==> config.mk <==
export PLATFORM = sky130hd
export DESIGN_NAME = idc_host
export DESIGN_NICKNAME = d
export VERILOG_FILES = /design/src/rtl/idc_host.sv
export SDC_FILE = /design/constraint.sdc
export NUM_CORES = 1
export LEC_CHECK = 0
export ABC_CLOCK_PERIOD_IN_PS = 4700
export BUFFER_PORTS_ARGS = -buffer_cell sky130_fd_sc_hd__buf_2
export CAP_MARGIN = 30
export CORE_ASPECT_RATIO = 1.25
export CORE_MARGIN = 2
export CORE_UTILIZATION = 50
export CTS_CLUSTER_DIAMETER = 30
export DETAILED_ROUTE_END_ITERATION = 8
export HOLD_SLACK_MARGIN = 0.03
export PLACE_DENSITY = 0.66
export REMOVE_ABC_BUFFERS = 1
export SLEW_MARGIN = 20
export SYNTH_ARGS = -nofsm -noshare
export SYNTH_HDL_FRONTEND = slang
export SYNTH_SLANG_ARGS = --single-unit
==> constraint.sdc <==
create_clock -name clk -period 4.7 [get_ports clk]
set_input_delay 0.47 -clock clk [delete_from_list [all_inputs] [get_ports clk]]
set_output_delay 0.47 -clock clk [all_outputs]
set_load 0.01 [all_outputs]
==> src/rtl/idc_host.sv <==
// Host-side sequencer for an image-domain compute (IDC) block: streams a stored
// 8x8 image plus operation list to the IDC, then collects a 16-entry result burst.
module idc_host #(
    parameter int TIMEOUT = 255
) (
    input  logic       clk,
    input  logic       rst_n,
    input  logic       ld_valid,
    input  logic [5:0] ld_addr,
    input  logic [6:0] ld_data,
    input  logic       op_we,
    input  logic [3:0] op_addr,
    input  logic [3:0] op_wdata,
    input  logic       start,
    output logic       in_valid,
    output logic [6:0] in_data,
    output logic [3:0] op,
    input  logic       out_valid,
    input  logic [6:0] out_data,
    input  logic [3:0] rd_addr,
    output logic [6:0] rd_data,
    output logic       busy,
    output logic       done,
    output logic       err
);
    localparam int CW = (TIMEOUT < 2) ? 1 : $clog2(TIMEOUT + 1);

    typedef enum logic [2:0] {IDLE, SEND, WAIT, RECV, FIN} state_t;

    state_t        state_reg, state_next;
    logic [5:0]    beat_reg, beat_next;
    logic [CW-1:0] wait_reg, wait_next;
    logic [3:0]    recv_reg, recv_next;
    logic          err_reg, err_next;
    logic          cap_en;
    logic [3:0]    cap_idx;
    logic          in_valid_reg, in_valid_next;
    logic [6:0]    in_data_reg, in_data_next;
    logic [3:0]    op_reg, op_next;

    logic [6:0] image_mem  [64];
    logic [3:0] op_mem     [15];
    logic [6:0] result_mem [16];

    // Host writes are only accepted while no transaction is in flight.
    logic host_we;
    assign host_we = (state_reg == IDLE) || (state_reg == FIN);

    genvar gi;
    generate
        for (gi = 0; gi < 64; gi++) begin : g_image
            always_ff @(posedge clk or negedge rst_n) begin
                if (!rst_n)
                    image_mem[gi] <= '0;
                else if (host_we && ld_valid && ld_addr == 6'(gi))
                    image_mem[gi] <= ld_data;
            end
        end
        for (gi = 0; gi < 15; gi++) begin : g_op
            always_ff @(posedge clk or negedge rst_n) begin
                if (!rst_n)
                    op_mem[gi] <= '0;
                else if (host_we && op_we && op_addr == 4'(gi))
                    op_mem[gi] <= op_wdata;
            end
        end
        for (gi = 0; gi < 16; gi++) begin : g_result
            always_ff @(posedge clk or negedge rst_n) begin
                if (!rst_n)
                    result_mem[gi] <= '0;
                else if (cap_en && cap_idx == 4'(gi))
                    result_mem[gi] <= out_data;
            end
        end
    endgenerate

    always_ff @(posedge clk or negedge rst_n) begin
        if (!rst_n) begin
            state_reg    <= IDLE;
            beat_reg     <= '0;
            wait_reg     <= '0;
            recv_reg     <= '0;
            err_reg      <= 1'b0;
            in_valid_reg <= 1'b0;
            in_data_reg  <= '0;
            op_reg       <= '0;
        end else begin
            state_reg    <= state_next;
            beat_reg     <= beat_next;
            wait_reg     <= wait_next;
            recv_reg     <= recv_next;
            err_reg      <= err_next;
            in_valid_reg <= in_valid_next;
            in_data_reg  <= in_data_next;
            op_reg       <= op_next;
        end
    end

    always_comb begin
        state_next = state_reg;
        beat_next  = beat_reg;
        wait_next  = wait_reg;
        recv_next  = recv_reg;
        err_next   = 1'b0;
        cap_en     = 1'b0;
        cap_idx    = recv_reg;
        case (state_reg)
            IDLE: begin
                if (start) begin
                    state_next = SEND;
                    beat_next  = '0;
                end
            end
            SEND: begin
                if (beat_reg == 6'd63) begin
                    state_next = WAIT;
                    wait_next  = '0;
                end else begin
                    beat_next = beat_reg + 6'd1;
                end
            end
            WAIT: begin
                if (out_valid) begin
                    state_next = RECV;
                    recv_next  = 4'd1;
                    cap_en     = 1'b1;
                    cap_idx    = 4'd0;
                end else if (wait_reg == CW'(TIMEOUT - 1)) begin
                    state_next = IDLE;
                    err_next   = 1'b1;
                end else begin
                    wait_next = wait_reg + CW'(1);
                end
            end
            RECV: begin
                if (out_valid) begin
                    cap_en = 1'b1;
                    if (recv_reg == 4'd15)
                        state_next = FIN;
                    else
                        recv_next = recv_reg + 4'd1;
                end else begin
                    state_next = IDLE;
                    err_next   = 1'b1;
                end
            end
            FIN:     state_next = IDLE;
            default: state_next = IDLE;
        endcase
    end

    // Stream outputs are precomputed from the next beat so they appear registered.
    always_comb begin
        in_valid_next = 1'b0;
        in_data_next  = '0;
        op_next       = '0;
        if (state_next == SEND) begin
            in_valid_next = 1'b1;
            in_data_next  = image_mem[beat_next];
            if (beat_next < 6'd15)
                op_next = op_mem[beat_next[3:0]];
        end
    end

    assign in_valid = in_valid_reg;
    assign in_data  = in_data_reg;
    assign op       = op_reg;
    assign busy     = (state_reg == SEND) || (state_reg == WAIT) || (state_reg == RECV);
    assign done     = (state_reg == FIN);
    assign err      = err_reg;
    assign rd_data  = result_mem[rd_addr];
endmodule
==> results.toml <==
[finish]
fin_cells = 3496
ff_latch_area_um2 = 16400
drive_above_1_share_pct = 37.2
final_nets = 2611
diodes = 0
largest_register = "image_mem"
fillers = 4741
mostFrequentLayoutCells = "dfrtp_1 (654), mux2_2 (629), nand2_1 (339), clkbuf_16 (122), nor2_1 (89)"
final_common_cell = "dfrtp_1"
multi_input_area_um2 = 13500
largest_reg_flops = 448
area_growth_pct = 17.1
top_regs = "image_mem x448, result_mem x112, op_mem x60"

[drt]
dr.pass1.iters = 6
drc = 0
ant_nets = 0
drtIter0Drc = 1830
drt-total-wl_um = 84500
vias = 21500
avgRoutedWirePerCell_um = 24.2
viasPerCell = 6.15

[power]
swShare_pct = 37.8
p_seq_share_pct = 28.4
power.internal_mw = 14.4
p_leak_nw = 17.3
power.switching_mw = 8.76
power_frac_comb_pct = 33.3
ir_drop_mv = 0.942
p_clk_share_pct = 38.3
p_per_area_nw_per_um2 = 643

[cts]
ctsResizeCount = 0
cts_max_path_buffers = 3
clock_latency_ns = 0.67
cts_made_buffers = 120
cts_sinks = 654
cts_root_buffer = "clkbuf_16"
cts_tree = "done"
htreeDepth = 3
clk_pin_slew_ns = 0.05

[die]
row_count = 101
die_h_um = 281
initial_core_util_pct = 50.6
core_um2 = 60800
dieArea_um2 = 63600
pin_count = 60
dieWidth_um = 226

[yosys]
ys_types = 68
synth_simple_gate_area_share_pct = 9.40
synth_xor_area_share_pct = 0.142
synth_seq_cells = 654
synth_top_family_by_area = "multiplexers"
synth_cells = 2531
avgSynthCellArea_um2 = 12.2
muxShareOfSynthArea_pct = 26.8
synth_edf_count = 0
ys.flop_type = "dfrtp_1"
netlist_area_um2 = 30800
async_reset_ff_share_pct = 100
synth-compound-area-share_pct = 7.43
synth_seq_area_share_pct = 53.2
yosys_warnings = 0
synthAdderAreaFrac_pct = 0.163

[global_routing]
grt_usage_pct = 27.0
grt_pass1_vias = 22700
grt-ovfl-total = 0
antenna_found_initial = 2
grt_max_degree = 153
grt_pass1_wl_um = 132000

[timing]
fin_skew_ns = 0.0303
drv_slew = 0
final.period_utilization_pct = 93.1
hold_slack_ns = 0.0799
relSlewSlack_pct = 36.8
setup_viol = 0
rsz0062_at_grt = "no"
fmax_mhz = 229
fin_crit_ns = 4.37
worst_pin_slew_ns = 0.945
finalHoldViolations = 0

[placed_design]
post-dp-hpwl_um = 53100
gp_congestion = 0.907
portBuffers = 59
dpl.cell_count = 3270

[setup_path]
path_class = "flop to flop"
cp-start-kind = "flop"
arrival_ns = 4.97
crit_fanout = 86
critPathCaptureType = "flop"
cp_data_required_time_ns = 5.30

[run]
max_cap_viol_count = 0

[hold_path]
hp-class = "input port to flop"

[run_status]
status = "finished clean"
-- metal layers --
metal | part of all wire, % | GRT usage [%] | vias to the layer above
met4 | 4.6 | 13.5 | 4
li1 | - | - | 9327
met5 | 0.018 | 0 | -
met1 | 40 | 33.8 | 11200
met3 | 5.8 | 4.53 | 218
met2 | 49 | 45.5 | 770
-- Yosys cell counts, drive strengths merged (35+ instances only) --
library cell  instances  area share, %
a211oi               70            1.7
a21oi                39           0.63
a311oi               38            1.1
a31oi                57            1.2
and3                 73            1.5
buf                  60            1.2
clkbuf              125            1.5
dfrtp               654             53
mux2                629             23
mux2i                37            1.2
mux4                 35            2.6
nand2               339            4.1
nand3                60           0.98
nor2                 90            1.1
o21ai                35           0.58
-- through the flow --
step	total power [mW]	util, %	setup slack, ns	area [um2]	setup TNS, ns
3_5_place_dp	14.2	52.3	0.485	31800	0
4_1_cts	23.2	59.3	0.433	36100	0
5_1_grt	24.0	59.3	0.143	36100	0
2_1_floorplan	10.9	-	-1.68	29900	-14.93
3_3_place_gp	14.1	52.2	0.544	31700	0
6_report	23.2	59.3	0.326	36100	0
-- final timing paths --
kind                                     start             end  depth (start not counted)  slack, ns
max in group asynchronous                rst_n  image_mem[178]                          3       2.99
min in group asynchronous                rst_n      op_mem[21]                          2       0.41
worst min-delay path                 out_valid             err                          2       0.08
worst max register to register    state_reg[0]      in_data[3]                         11       0.33
worst min register to register  image_mem[295]  image_mem[295]                          1       0.50
worst max-delay path              state_reg[0]      in_data[3]                         11       0.33
-- worst max-delay path: stages (launching register included) --
cell and delay (ns):
dfrtp_1 0.57, or3b_1 0.51, nor3_4 0.41, o21a_2 0.36
nor2_4 0.10, inv_8 0.46, buf_12 0.33, a211oi_1 0.13
a311oi_1 0.56, nor4_1 0.15, o221ai_1 0.45, a22o_1 0.22
-- kinds of logic (layout without fill, tap and decap cells) --
kind of cell	after synthesis	in the layout
muxes	701	701
DFF	654	654
adders and majority gates	4	4
AOI/OAI and AO/OA	325	325
and+or+nand+nor	642	642
buffers and inverters	200	341
xor gates and xnor gates	5	5
-- cell type report --
| class | count | area share (%) |
|---|---|---|
| clock buffer | 158 | 9.51 |
| clock inverter | 67 | 2.36 |
| inverter | 15 | 0.177 |
| multi-input combinational | 1677 | 37.6 |
| sequential | 654 | 45.4 |
| tap | 824 | 2.86 |
| timing repair buffer | 101 | 2.17 |
-- repair_timing --
item	CTS	global route
endpoints found under the hold margin	68	0
buffers inserted	0	0
hold buffers	1	0
setup endpoints to repair	0	0
-- power by group through the flow --
stage / clock network, mW / registers (mW) / logic (mW)
6_report: 8.89 / 6.59 / 7.71
5_1_grt: 9.28 / 6.64 / 8.12
4_1_cts: 9.00 / 6.58 / 7.59
3_5_place_dp: 0 / 6.66 / 7.53
3_3_place_gp: 0 / 6.63 / 7.43
2_1_floorplan: 0 / 6.54 / 4.36
Power figures use the tool's default switching activity.
